<file path="config.mk">
export PLATFORM = sky130hd
export DESIGN_NAME = adma_dm_axi_ar
export DESIGN_NICKNAME = d
export VERILOG_FILES = /design/src/rtl/adma_dm_axi_ar.sv
export SDC_FILE = /design/constraint.sdc
export NUM_CORES = 1
export LEC_CHECK = 0
export ABC_AREA = 1
export CAP_MARGIN = 20
export CORE_MARGIN = 4
export CORE_UTILIZATION = 39
export DETAILED_ROUTE_END_ITERATION = 8
export PLACE_DENSITY = 0.67
export SLEW_MARGIN = 20
export SYNTH_ARGS = -nofsm -noshare
export SYNTH_HDL_FRONTEND = slang
export SYNTH_SLANG_ARGS = --single-unit
</file>
<file path="constraint.sdc">
create_clock -name clk -period 9.55 [get_ports clk]
set_input_delay 1.91 -clock clk [delete_from_list [all_inputs] [get_ports clk]]
set_output_delay 1.91 -clock clk [all_outputs]
set_load 0.01 [all_outputs]
</file>
<file path="src/rtl/adma_dm_axi_ar.sv">
// Read-address issue stage of the DMA data mover: splits one source-read command into
// 4KB-safe AXI INCR bursts and mirrors each burst's record to the R-channel handler.
module adma_dm_axi_ar #(
    parameter int unsigned DMA_CHN_NUM    = 4,
    parameter int unsigned MST_ID_W       = 5,
    parameter int unsigned ADDR_W         = 32,
    parameter int unsigned ATX_LEN_W      = 8,
    parameter int unsigned ATX_SIZE_W     = 3,
    parameter int unsigned ATX_SRC_DATA_W = 256,
    parameter int unsigned ATX_MAX_BEATS  = 256,
    parameter int unsigned CMD_BEATS_W    = 16,
    localparam int unsigned DMA_CHN_NUM_W = (DMA_CHN_NUM > 1) ? $clog2(DMA_CHN_NUM) : 1
) (
    input  logic                     clk,
    input  logic                     rst,
    input  logic [DMA_CHN_NUM_W-1:0] cmd_chn_id,
    input  logic [ADDR_W-1:0]        cmd_addr,
    input  logic [CMD_BEATS_W-1:0]   cmd_beats,
    input  logic                     cmd_vld,
    output logic                     cmd_rdy,
    output logic                     cmd_done,
    input  logic [MST_ID_W-1:0]      atx_id [0:DMA_CHN_NUM-1],
    output logic [DMA_CHN_NUM_W-1:0] atx_chn_id,
    output logic [MST_ID_W-1:0]      atx_arid,
    output logic [ATX_LEN_W-1:0]     atx_arlen,
    output logic                     atx_vld,
    input  logic                     atx_rdy,
    output logic [MST_ID_W-1:0]      m_arid_o,
    output logic [ADDR_W-1:0]        m_araddr_o,
    output logic [ATX_LEN_W-1:0]     m_arlen_o,
    output logic [ATX_SIZE_W-1:0]    m_arsize_o,
    output logic [1:0]               m_arburst_o,
    output logic                     m_arvalid_o,
    input  logic                     m_arready_i
);

    localparam int unsigned BEAT_BYTES = ATX_SRC_DATA_W / 8;
    localparam int unsigned BEAT_SHIFT = $clog2(BEAT_BYTES);
    // Comparison width wide enough for rem_beats, the burst cap and the 4KB beat count.
    localparam int unsigned CW0 = (CMD_BEATS_W + 1 > 13) ? CMD_BEATS_W + 1 : 13;
    localparam int unsigned CW  = (CW0 > ATX_LEN_W + 1) ? CW0 : ATX_LEN_W + 1;
    localparam logic [ADDR_W-1:0] ALIGN_MASK = ~ADDR_W'(BEAT_BYTES - 1);

    typedef enum logic [1:0] {StIdle, StCalc, StIssue} state_e;

    state_e                   state_q, state_d;
    logic [ADDR_W-1:0]        cur_addr_q, cur_addr_d;
    logic [CMD_BEATS_W-1:0]   rem_beats_q, rem_beats_d;
    logic [DMA_CHN_NUM_W-1:0] chn_q, chn_d;
    logic [ATX_LEN_W-1:0]     burst_len_q, burst_len_d;
    logic                     ar_done_q, ar_done_d;
    logic                     atx_done_q, atx_done_d;

    logic [12:0]            off_4k;
    logic [CW-1:0]          b4k, rem_ext, max_ext, beats;
    logic [ATX_LEN_W:0]     burst_beats;
    logic [CMD_BEATS_W-1:0] rem_next;
    logic                   ar_fin, atx_fin;

    // On an exact 4KB boundary the offset is 0, so this yields a full page.
    assign off_4k      = 13'h1000 - {1'b0, cur_addr_q[11:0]};
    assign b4k         = CW'(off_4k >> BEAT_SHIFT);
    assign rem_ext     = CW'(rem_beats_q);
    assign max_ext     = CW'(ATX_MAX_BEATS);
    assign burst_beats = {1'b0, burst_len_q} + (ATX_LEN_W + 1)'(1);
    assign rem_next    = rem_beats_q - CMD_BEATS_W'(burst_beats);

    always_comb begin
        beats = rem_ext;
        if (max_ext < beats) beats = max_ext;
        if (b4k < beats) beats = b4k;
    end

    assign m_arsize_o  = ATX_SIZE_W'(BEAT_SHIFT);
    assign m_arburst_o = 2'b01;

    always_ff @(posedge clk or posedge rst) begin
        if (rst) begin
            state_q     <= StIdle;
            cur_addr_q  <= '0;
            rem_beats_q <= '0;
            chn_q       <= '0;
            burst_len_q <= '0;
            ar_done_q   <= 1'b0;
            atx_done_q  <= 1'b0;
        end else begin
            state_q     <= state_d;
            cur_addr_q  <= cur_addr_d;
            rem_beats_q <= rem_beats_d;
            chn_q       <= chn_d;
            burst_len_q <= burst_len_d;
            ar_done_q   <= ar_done_d;
            atx_done_q  <= atx_done_d;
        end
    end

    always_comb begin
        state_d     = state_q;
        cur_addr_d  = cur_addr_q;
        rem_beats_d = rem_beats_q;
        chn_d       = chn_q;
        burst_len_d = burst_len_q;
        ar_done_d   = ar_done_q;
        atx_done_d  = atx_done_q;
        cmd_rdy     = 1'b0;
        cmd_done    = 1'b0;
        atx_vld     = 1'b0;
        m_arvalid_o = 1'b0;
        atx_chn_id  = '0;
        atx_arid    = '0;
        atx_arlen   = '0;
        m_arid_o    = '0;
        m_araddr_o  = '0;
        m_arlen_o   = '0;
        ar_fin      = 1'b0;
        atx_fin     = 1'b0;

        case (state_q)
            StIdle: begin
                cmd_rdy = 1'b1;
                if (cmd_vld) begin
                    chn_d       = cmd_chn_id;
                    cur_addr_d  = cmd_addr & ALIGN_MASK;
                    rem_beats_d = cmd_beats;
                    state_d     = StCalc;
                end
            end
            StCalc: begin
                burst_len_d = ATX_LEN_W'(beats - CW'(1));
                ar_done_d   = 1'b0;
                atx_done_d  = 1'b0;
                state_d     = StIssue;
            end
            StIssue: begin
                m_arvalid_o = ~ar_done_q;
                atx_vld     = ~atx_done_q;
                m_arid_o    = atx_id[chn_q];
                m_araddr_o  = cur_addr_q;
                m_arlen_o   = burst_len_q;
                atx_chn_id  = chn_q;
                atx_arid    = atx_id[chn_q];
                atx_arlen   = burst_len_q;
                ar_fin      = ar_done_q | m_arready_i;
                atx_fin     = atx_done_q | atx_rdy;
                ar_done_d   = ar_fin;
                atx_done_d  = atx_fin;
                // Advance only once both the AR and the record side have handshaken.
                if (ar_fin && atx_fin) begin
                    cur_addr_d  = cur_addr_q + (ADDR_W'(burst_beats) << BEAT_SHIFT);
                    rem_beats_d = rem_next;
                    if (rem_next == '0) begin
                        cmd_done = 1'b1;
                        state_d  = StIdle;
                    end else begin
                        state_d  = StCalc;
                    end
                end
            end
            default: state_d = StIdle;
        endcase
    end

endmodule

</file>
# After elaboration in Yosys (flattened, before gate mapping)
# Index checks and enable logic that the tools add are counted.
# totals
register_bits,62
input_bits,75
output_inout_bits,69
elab_cells,59
# classes
n_addsub,5
order_cmp,3
n_eq_ne,4
muxes,27
bitwise_logic,5
reduce_logical,8
# ops
op,n
2-to-1 mux 32 bit,3
case mux 32 bit (2 select lines),1
2-to-1 mux 16 bit,3
adder 32 x 14 -> 32 bit,1
case mux 16 bit (2 select lines),1
zero test 16 bit,1
< comparator 8 x 16 -> 1 bit,1
< comparator 9 x 16 -> 1 bit (first input constant),1
2-to-1 mux 8 bit,2
subtractor 16 x 9 -> 16 bit,1
2-to-1 mux 5 bit,3
subtractor 13 x 12 -> 13 bit (first input constant),1
binary-select mux 5 bit (select 2 bit),1
adder 8 x 1 -> 9 bit (second input constant),1
subtractor 8 x 1 -> 8 bit (second input constant),1
2-to-1 mux 1 bit,7
2-to-1 mux 2 bit,3
case mux 2 bit (3 select lines),1
inequality test 2 bit (second input constant),2
case mux 1 bit (2 select lines),2
AND reduction 2 bit,2
nonzero test 2 bit,2
>= comparator 3 bit (second input constant),1
inverter 2 -> 3 bit,1
other kinds (7),9

# Depth between registers and ports, before layout
# Gate-level depths: netlist of the first run.
# logic_depth
ltp_word,6
depth_mapped,24
ltp_nobuf,24

# Worst setup path after synthesis of the first run
# Ideal clock, no wire load.
# synth_path
kind,register to output
startpoint,register burst_len_q[2]
endpoint,output port cmd_done
arrival_ns,2.623
path_slack_ns,5.017
path_stages_with_launch,18
n_path_buf,0
cell_sequence,dfrtp_1 nand3_1 nor2_1 nand2_1 xor2_1 ha_1 a21oi_1 o21ai_0 a21oi_1 o21ai_0 nand2_1 nand2_1 nor2_1 nand2_1 xor2_1 nor2_1 inv_1 nor3_1
# synth_via
elab_chain_cells,6
# synth_lines
element,line_no,rtl
"start, declared",50,"logic [ATX_LEN_W-1:0] burst_len_q, burst_len_d;"
"start signal, assigned",91,burst_len_q <= burst_len_d;
adder 8 x 1 -> 9 bit,65,"assign burst_beats = {1'b0, burst_len_q} + (ATX_LEN_W + 1)'(1);"
subtractor 16 x 9 -> 16 bit,66,assign rem_next = rem_beats_q - CMD_BEATS_W'(burst_beats);
zero test 16 bit,151,if (rem_next == '0) begin
2-to-1 mux 1 bit,151,
2-to-1 mux 1 bit,148,if (ar_fin && atx_fin) begin
2-to-1 mux 1 bit,118,case (state_q)
"end, declared",21,"output logic cmd_done,"
# Every way passes these cells.

# Final worst setup path of the first run
# layout_path
startpoint,register burst_len_q[0]
endpoint,output port cmd_done
# The elaborated chain is that of the path after synthesis.

==> results.cfg, run 1 <==
[status]
status = finished, final reports clean

[power_and_ir_drop]
p_leak_uw = 0.00340
powerDensity_nw_per_um2 = 380
peakVddDrop_v = 0.000187

[synthesis]
synth_simple_gate_area_frac = 0.298
synth.area.mux_share = 0
synth_edf_count = 0
synthAdderAreaFrac = 0.0869
yosys_register_bits = 57
synth-xor-area-share = 0.0442
ys_types = 44
syn_area_um2 = 5360
synth_top_family_by_area = simple AND/OR/NAND/NOR gates
synth.avg_cell_area_um2 = 6.47
yosys.cell_count.top_type = nand2_1
yosys.area.top_type = dfrtp_1
synth_top_area_frac = 0.266
synth_area_leaders = dfrtp_1 27%, nand2_1 13%, inv_1 9.3%
yosysWarnings = 0
netlist_top_cells_count = 188 x nand2_1, 132 x inv_1, 98 x nor2_1
synthCells = 828
ys_seq_area_frac = 0.266
async_flop_share = 1.00
synth-compound-area-share = 0.157
ys.flop_type = dfrtp_1

[timing]
fin_crit_sh = 0.621
tns_ns = 0
relSlewSlack = 0.458
fin_hold_ws_ns = 0.531
final.setup_skew_ns = 0.00716
layout_min_cycle_time_ns = 5.93
maxSlewViolCount = 0
setup_viol = 0
fmax_ghz = 0.169
rsz0062_at_grt = no
tightest_slew_ns = 0.813
hold_viol_final = 0

[routing]
top_layer = met4
vias = 5450
drtIter0Drc = 331
finalWirelength_um = 15200
via_per_inst = 4.90
route.detailed.drc = 0
ant_nets = 0
wl_met2_um = 7110
wl_met1_um = 6980
routedWlPerCell_um = 13.6
firstDrtPassIters = 5
wl_met3_um = 746

[critical_path]
r2r_setup_slack_ns = 6.18
cp-start-kind = flip-flop
endpoint = cmd_done
cp.required_ns = 7.64
timing.rr.end = cur_addr_q[27]
worstSetupStartpoint = burst_len_q[0]
reg2reg_from = burst_len_q[0]
cp_max_fo = 5
rr_worst_depth = 15
critPathKind = flip-flop to output pin
cp-end-kind = output pin
cp.arrival_ns = 4.02

[clock_network]
htree_num_levels = 3
max-clock-path-buffers = 2
path_clk_slew_ns = 0.05
clock_sinks = 57
root_buffer = clkbuf_16
cts_hold_buf = 0
numCtsBuffers = 9
clk_latency_ns = 0.34
cts_tree = done
postCtsSetupBuffers = 0
cts_resized = 0

[global_routing]
grt_max_degree = 83
gr-total-overflow = 0
track_usage = 0.195
first_global_vias = 5346
antenna_found_initial = 0
grt_first_pass_wirelength_um = 25400

[cells_and_area]
fin_area_um2 = 6950
fin_util = 0.521
diodes = 0
drive_gt1_frac = 0.0513
final_nets = 1042
syn2layout_area_growth_pct = 29.8

[floorplan]
die_w_um = 125
core.rowCount = 42
die_area_um2 = 15700
initial_core_util = 0.401
coreArea_um2 = 13300
fp.dieH_um = 125
num_io_pins = 144

[place]
port_buffers = 128
place.detailed.hpwl_um = 11400
gp_congestion = 0.878
dpl-instance-area_um2 = 6650

[run]
cap_viol_max_count = 0

[min_path]
hp-class = flip-flop to flip-flop
sequential cells by signal, indices dropped and copies added (netlist names):
name / count
chn_q: 2
atx_done_q: 1
burst_len_q: 8
cur_addr_q: 27
ar_done_q: 1
rem_beats_q: 16
state_q: 2
cells by family after synthesis:
family	Yosys count
compound gates	150
flops	57
fa+ha+maj	36
buf+inv	183
xor+xnor	27
other cells	2
simple gates	373
worst min-delay path by stage:
stage / startpoint / endpoint / slack (ns) / depth (start not counted)
after floorplan: cur_addr_q[12] / cur_addr_q[12] / 0.48 / 2
after global placement: cur_addr_q[12] / cur_addr_q[12] / 0.51 / 2
after detailed placement: cur_addr_q[12] / cur_addr_q[12] / 0.52 / 2
after CTS: cur_addr_q[12] / cur_addr_q[12] / 0.54 / 2
after global routing: cur_addr_q[13] / cur_addr_q[13] / 0.57 / 2
final: cur_addr_q[12] / cur_addr_q[12] / 0.53 / 2
per-stage QoR:
stage          instances  setup WS, ns  total power [uW]
6_report            1112          3.62              2640
5_1_grt             1112          3.34              2930
4_1_cts             1112          3.68              2650
3_5_place_dp        1096          4.06              2310
3_3_place_gp        1096          4.08              2280
2_1_floorplan        836          5.02              1810
power breakdown:
group	internal, uW	switching [uW]
registers	370	164
logic	701	1080
clock network	208	118
cell usage in the layout, fill, tap and decap left out, types with 25 or more instances in the layout:
cell | synthesis | final
a21oi_1 | 40 | 39
clkdlybuf4s50_1 | 0 | 128
inv_1 | 132 | 131
ha_1 | 34 | 33
nand2_1 | 188 | 188
dfrtp_1 | 57 | 57
nand3_1 | 36 | 36
xor2_1 | 25 | 25
o21ai_0 | 68 | 68
nor2_1 | 98 | 98
metal layers:
metal | vias to the layer above | global-route usage
met2 | 141 | 0.317
li1 | 2818 | -
met1 | 2466 | 0.264
met3 | 25 | 0.0290
met4 | 0 | 0.0708
met5 | - | 0
area by class of cell:
class	instances	area [um^2]
clock buffer	11	243
clock inverter	5	55.1
fill	1349	6400
inverter	135	507
multi-input combinational	596	3190
sequential	57	1430
tap	176	220
timing repair buffer	132	1310
critical path, stage by stage (launching register included):
cell and delay (ns):
dfrtp_1 0.41, ha_1 0.23, xor2_1 0.38, inv_1 0.09, ha_1 0.38, nand3_1 0.10, nand2_1 0.10, a21oi_1 0.10
o21ai_0 0.30, nand3_1 0.23, nand3_1 0.14, xor2_1 0.20, inv_1 0.09, nor2_1 0.10, nand4_1 0.12, nor3_1 0.15
clkdlybuf4s50_1 0.57
Power figures use the tool's default switching activity.
==> run 2: changes to the inputs <==
==> constraint.sdc (replaced) <==
create_clock -name clk -period 6.15 [get_ports clk]
set_input_delay 1.23 -clock clk [delete_from_list [all_inputs] [get_ports clk]]
set_output_delay 1.23 -clock clk [all_outputs]
set_load 0.01 [all_outputs]
==> results.cfg, run 2 (synthesized netlist as in run 1, its figures left out) <==
[status]
status = finished, final reports clean

[timing]
relSlewSlack = 0.459
setup_viol = 0
tns_ns = 0
layout_min_cycle_time_ns = 5.18
maxSlewViolCount = 0
tightest_slew_ns = 0.812
rsz0062_at_grt = no
fmax_ghz = 0.193
hold_viol_final = 0
fin_crit_sh = 0.843
final.setup_skew_ns = 0.00614

[critical_path]
cp-end-kind = output pin
path_cells = ha_1, xor2_1, inv_1, ha_1, a21oi_1, nand2_1, a21oi_1, o21ai_0, nand3_1, nand2_1, xor2_1, nor3b_1, nand4_1, nor3_1, clkdlybuf4s50_1
critPathKind = flip-flop to output pin
cp-start-kind = flip-flop
slowest_stage = clkdlybuf4s50_1
cp_max_fo = 5
worst-path-buf-inv = 2
cp.required_ns = 4.92
crit_family = simple AND/OR/NAND/NOR gates
critPathMaxStageDelay_ns = 0.57
cp.arrival_ns = 3.95

[power_and_ir_drop]
peakVddDrop_v = 0.000198
p_leak_uw = 0.00340
powerDensity_nw_per_um2 = 589

[floorplan]
core.rowCount = 42
fp.dieH_um = 125
die_w_um = 125
num_io_pins = 144
initial_core_util = 0.401
die_area_um2 = 15700
coreArea_um2 = 13300

[cells_and_area]
diodes = 0
mostFrequentLayoutCell = nand2_1
n_fill_cell = 1324
fin_util = 0.521
final_nets = 1042
regMostFlops = cur_addr_q
reg_top3 = cur_addr_q: 27 flops, rem_beats_q: 16 flops, burst_len_q: 8 flops
final_cell_mix = 188 x nand2_1, 131 x inv_1, 128 x clkdlybuf4s50_1, 98 x nor2_1, 68 x o21ai_0
largest_reg_flops = 27
syn2layout_area_growth_pct = 29.8
drive_gt1_frac = 0.0513

[global_routing]
grt_first_pass_wirelength_um = 24900
gr-total-overflow = 0
first_global_vias = 5139
track_usage = 0.191
antenna_found_initial = 0
grt_max_degree = 83

[clock_network]
max-clock-path-buffers = 2
htree_num_levels = 3
numCtsBuffers = 9
clock_sinks = 57
root_buffer = clkbuf_16
clk_latency_ns = 0.33
cts_hold_buf = 0
postCtsSetupBuffers = 0
cts_tree = done
cts_resized = 0
path_clk_slew_ns = 0.05

[routing]
ant_nets = 0
route.detailed.drc = 0
finalWirelength_um = 15000
routedWlPerCell_um = 13.5
drtIter0Drc = 287
vias = 5410
via_per_inst = 4.87
firstDrtPassIters = 5

[place]
port_buffers = 128
gp_congestion = 0.859
place.detailed.hpwl_um = 11300

[min_path]
hp-class = flip-flop to flip-flop

[run]
cap_viol_max_count = 0
-- run 2: worst paths after layout --
kind	end	startpoint	slack [ns]	depth (start not counted)
max	cmd_done	burst_len_q[0]	0.97	15
min	cur_addr_q[12]	cur_addr_q[12]	0.54	2
max reg2reg	cur_addr_q[25]	burst_len_q[2]	2.84	17
min reg2reg	cur_addr_q[12]	cur_addr_q[12]	0.54	2
max in group asynchronous	cur_addr_q[11]	rst	4.21	3
min in group asynchronous	cur_addr_q[31]	rst	1.44	3
-- run 2: routing by layer --
metal	vias to the layer above	share of wire	wire [um]	global-route usage
li1	2818	-	-	-
met1	2432	0.46	6950	0.252
met2	140	0.48	7170	0.321
met3	20	0.042	632	0.0273
met4	0	0.016	238	0.0644
met5	-	0	0	0
-- run 2: stage by stage --
step / power [uW] / hold WS (ns) / instances / worst slack [ns] / cell area [um^2]
floorplan: 2810 / 0.481 / 836 / 2.30 / 5390
global placement: 3530 / 0.502 / 1096 / 1.38 / 6650
detailed placement: 3580 / 0.519 / 1096 / 1.40 / 6650
CTS: 4110 / 0.534 / 1112 / 1.01 / 6950
global route: 4540 / 0.566 / 1112 / 0.620 / 6950
finish: 4090 / 0.536 / 1112 / 0.966 / 6950
-- run 2: area by class of cell --
class,count,area (um^2),share of cell area
Sequential cell,57,1430,0.205
Multi-Input combinational cell,596,3190,0.459
Clock buffer,11,243,0.0349
Inverter,135,507,0.0729
Clock inverter,5,55.1,0.00792
Tap cell,176,220,0.0317
Timing Repair Buffer,132,1310,0.189
-- run 2: tightest hold or removal path, cell delays in order, from the launching register on --
cell     delay [ns]
dfrtp_1        0.38
nand2_1        0.06
o21ai_0        0.06
-- run 2: report_power, final --
| part | internal (uW) | leakage (uW) | switching, uW |
|---|---|---|---|
| sequential | 574 | 0.000695 | 249 |
| combinational | 1090 | 0.00256 | 1680 |
| clock | 323 | 0.000142 | 183 |
| total | 1990 | 0.00340 | 2110 |
==> run 3: changes to the inputs <==
==> constraint.sdc (replaced) <==
create_clock -name clk -period 4.9 [get_ports clk]
set_input_delay 0.98 -clock clk [delete_from_list [all_inputs] [get_ports clk]]
set_output_delay 0.98 -clock clk [all_outputs]
set_load 0.01 [all_outputs]
==> results.cfg, run 3 (synthesized netlist as in run 1, its figures left out) <==
[status]
status = finished, final reports clean

[cells_and_area]
drive_gt1_frac = 0.0638
final_nets = 1046
syn2layout_area_growth_pct = 31.0
final_cell_mix = 188 x nand2_1, 131 x inv_1, 127 x clkdlybuf4s50_1, 97 x nor2_1, 66 x o21ai_0
n_fill_cell = 1357
regMostFlops = cur_addr_q
largest_reg_flops = 27
regArea_um2 = 1430
diodes = 0
mostFrequentLayoutCell = nand2_1
reg_top3 = cur_addr_q: 27 flops, rem_beats_q: 16 flops, burst_len_q: 8 flops
multi_input_area_um2 = 3220

[global_routing]
antenna_found_initial = 0
first_global_vias = 5316
gr-total-overflow = 0
grt_first_pass_wirelength_um = 25000
grt_max_degree = 83
track_usage = 0.192

[clock_network]
path_clk_slew_ns = 0.06
cts_hold_buf = 0
max-clock-path-buffers = 2
cts_tree = done
clock_sinks = 57
htree_num_levels = 3
numCtsBuffers = 9
clk_latency_ns = 0.33
root_buffer = clkbuf_16

[floorplan]
coreArea_um2 = 13300
num_io_pins = 144
die_area_um2 = 15700
die_w_um = 125
core.rowCount = 42
initial_core_util = 0.401
fp.dieH_um = 125

[routing]
drtIter0Drc = 288
routedWlPerCell_um = 13.6
ant_nets = 0
vias = 5400
finalWirelength_um = 15200
via_per_inst = 4.84
route.detailed.drc = 0
firstDrtPassIters = 7

[critical_path]
worst-path-buf-inv = 2
critPathMaxStageDelay_ns = 0.41
critPathKind = flip-flop to output pin
rr_worst_depth = 20
path_cells = ha_1, xor2_2, inv_1, ha_1, a21oi_1, nand2_1, a21oi_2, o21ai_1, nand3_1, nand2_1, xor2_1, nor3b_1, nand4_1, nor3_1, dlymetal6s2s_1
cp-start-kind = flip-flop
cp_num_cells = 15
cp.required_ns = 3.92
cp.arrival_ns = 3.42
crit_family = simple AND/OR/NAND/NOR gates
cp_max_fo = 5
cp-end-kind = output pin
slowest_stage = dfrtp_1

[power_and_ir_drop]
powerDensity_nw_per_um2 = 747
p_int_uw = 2540
p_seq_frac = 0.200
clockPowerShare = 0.121
switching_power_uw = 2700
peakVddDrop_v = 0.000285
switching_share = 0.516
combPwrFrac = 0.680
p_leak_uw = 0.00344

[timing]
setup_viol = 0
tightest_slew_ns = 0.929
hold_viol_final = 0
layout_min_cycle_time_ns = 4.40
fmax_ghz = 0.227
relSlewSlack = 0.380
final.setup_skew_ns = 0.00589
tns_ns = 0
maxSlewViolCount = 0
rsz0062_at_grt = no
fin_crit_sh = 0.898
finalWorstSetupSlack_ns = 0.498

[place]
port_buffers = 128
place.detailed.hpwl_um = 11600
place_ws_ns = 0.375
gp_congestion = 0.854

[min_path]
hp-class = flip-flop to flip-flop
holdPathStages = 2

[run]
cap_viol_max_count = 0
-- run 3: cell count changes in the layout (fill, tap and decap cells not counted), moves of 2 or more --
| cell | previous run | this run |
|---|---|---|
| xor2_2 | 0 | 3 |
| buf_4 | 4 | 8 |
| a21oi_2 | 0 | 2 |
| a21oi_1 | 39 | 37 |
| o21ai_1 | 2 | 4 |
| o21ai_0 | 68 | 66 |
| xor2_1 | 25 | 22 |
-- run 3: repair_timing --
| action | in CTS | in global routing |
|---|---|---|
| endpoints found under the setup margin | 0 | 1 |
| setup buffers | 0 | 3 |
| gates resized for setup | 0 | 10 |
| hold endpoints to repair | 0 | 0 |
-- run 3: final timing paths --
kind | startpoint | endpoint | slack [ns]
max | burst_len_q[0] | cmd_done | 0.50
min | cur_addr_q[12] | cur_addr_q[12] | 0.52
max reg2reg | burst_len_q[0] | cur_addr_q[28] | 1.61
min reg2reg | cur_addr_q[12] | cur_addr_q[12] | 0.52
max in group asynchronous | rst | cur_addr_q[6] | 2.94
min in group asynchronous | rst | cur_addr_q[31] | 1.18
-- run 3: worst register-to-register path, delay by kind of cell (launching register included) --
family / cells / cell delay [ns]
AOI/OAI and AO/OA: 3 / 0.38
xor gates and xnor gates: 1 / 0.28
adders and majority gates: 2 / 0.64
buffers and inverters: 4 / 0.38
DFF: 1 / 0.41
and+or+nand+nor: 10 / 1.09
-- run 3: per-layer routing --
layer  up-vias  global-route usage  part of all wire
met5         -                   0                 0
met4         0              0.0670             0.019
met3        25              0.0273             0.046
met2       149               0.330              0.48
met1      2410               0.249              0.45
li1       2816                   -                 -
-- run 3: area by class of cell --
| class | instances | area share |
|---|---|---|
| clock buffer | 9 | 0.0321 |
| clock inverter | 7 | 0.0102 |
| inverter | 135 | 0.0722 |
| multi-input combinational | 596 | 0.459 |
| sequential | 57 | 0.203 |
| tap | 176 | 0.0314 |
| timing repair buffer | 136 | 0.192 |
-- run 3: through the flow --
step           cells  power [uW]   util  instance area (um^2)  hold slack, ns
5_1_grt         1116        5800  0.526                  7020           0.570
4_1_cts         1113        5170  0.521                  6960           0.524
2_1_floorplan    836        3530      -                  5390           0.481
3_5_place_dp    1097        4510  0.499                  6660           0.511
6_report        1116        5240  0.526                  7020           0.519
3_3_place_gp    1097        4450  0.499                  6660           0.502
-- run 3: power groups by stage --
stage	Clock [uW]	Sequential, uW	Combinational (uW)
finish	632	1050	3560
floorplan	0	928	2600
detailed placement	0	1040	3470
global route	656	1090	4060
CTS	638	1040	3490
global placement	0	1040	3410
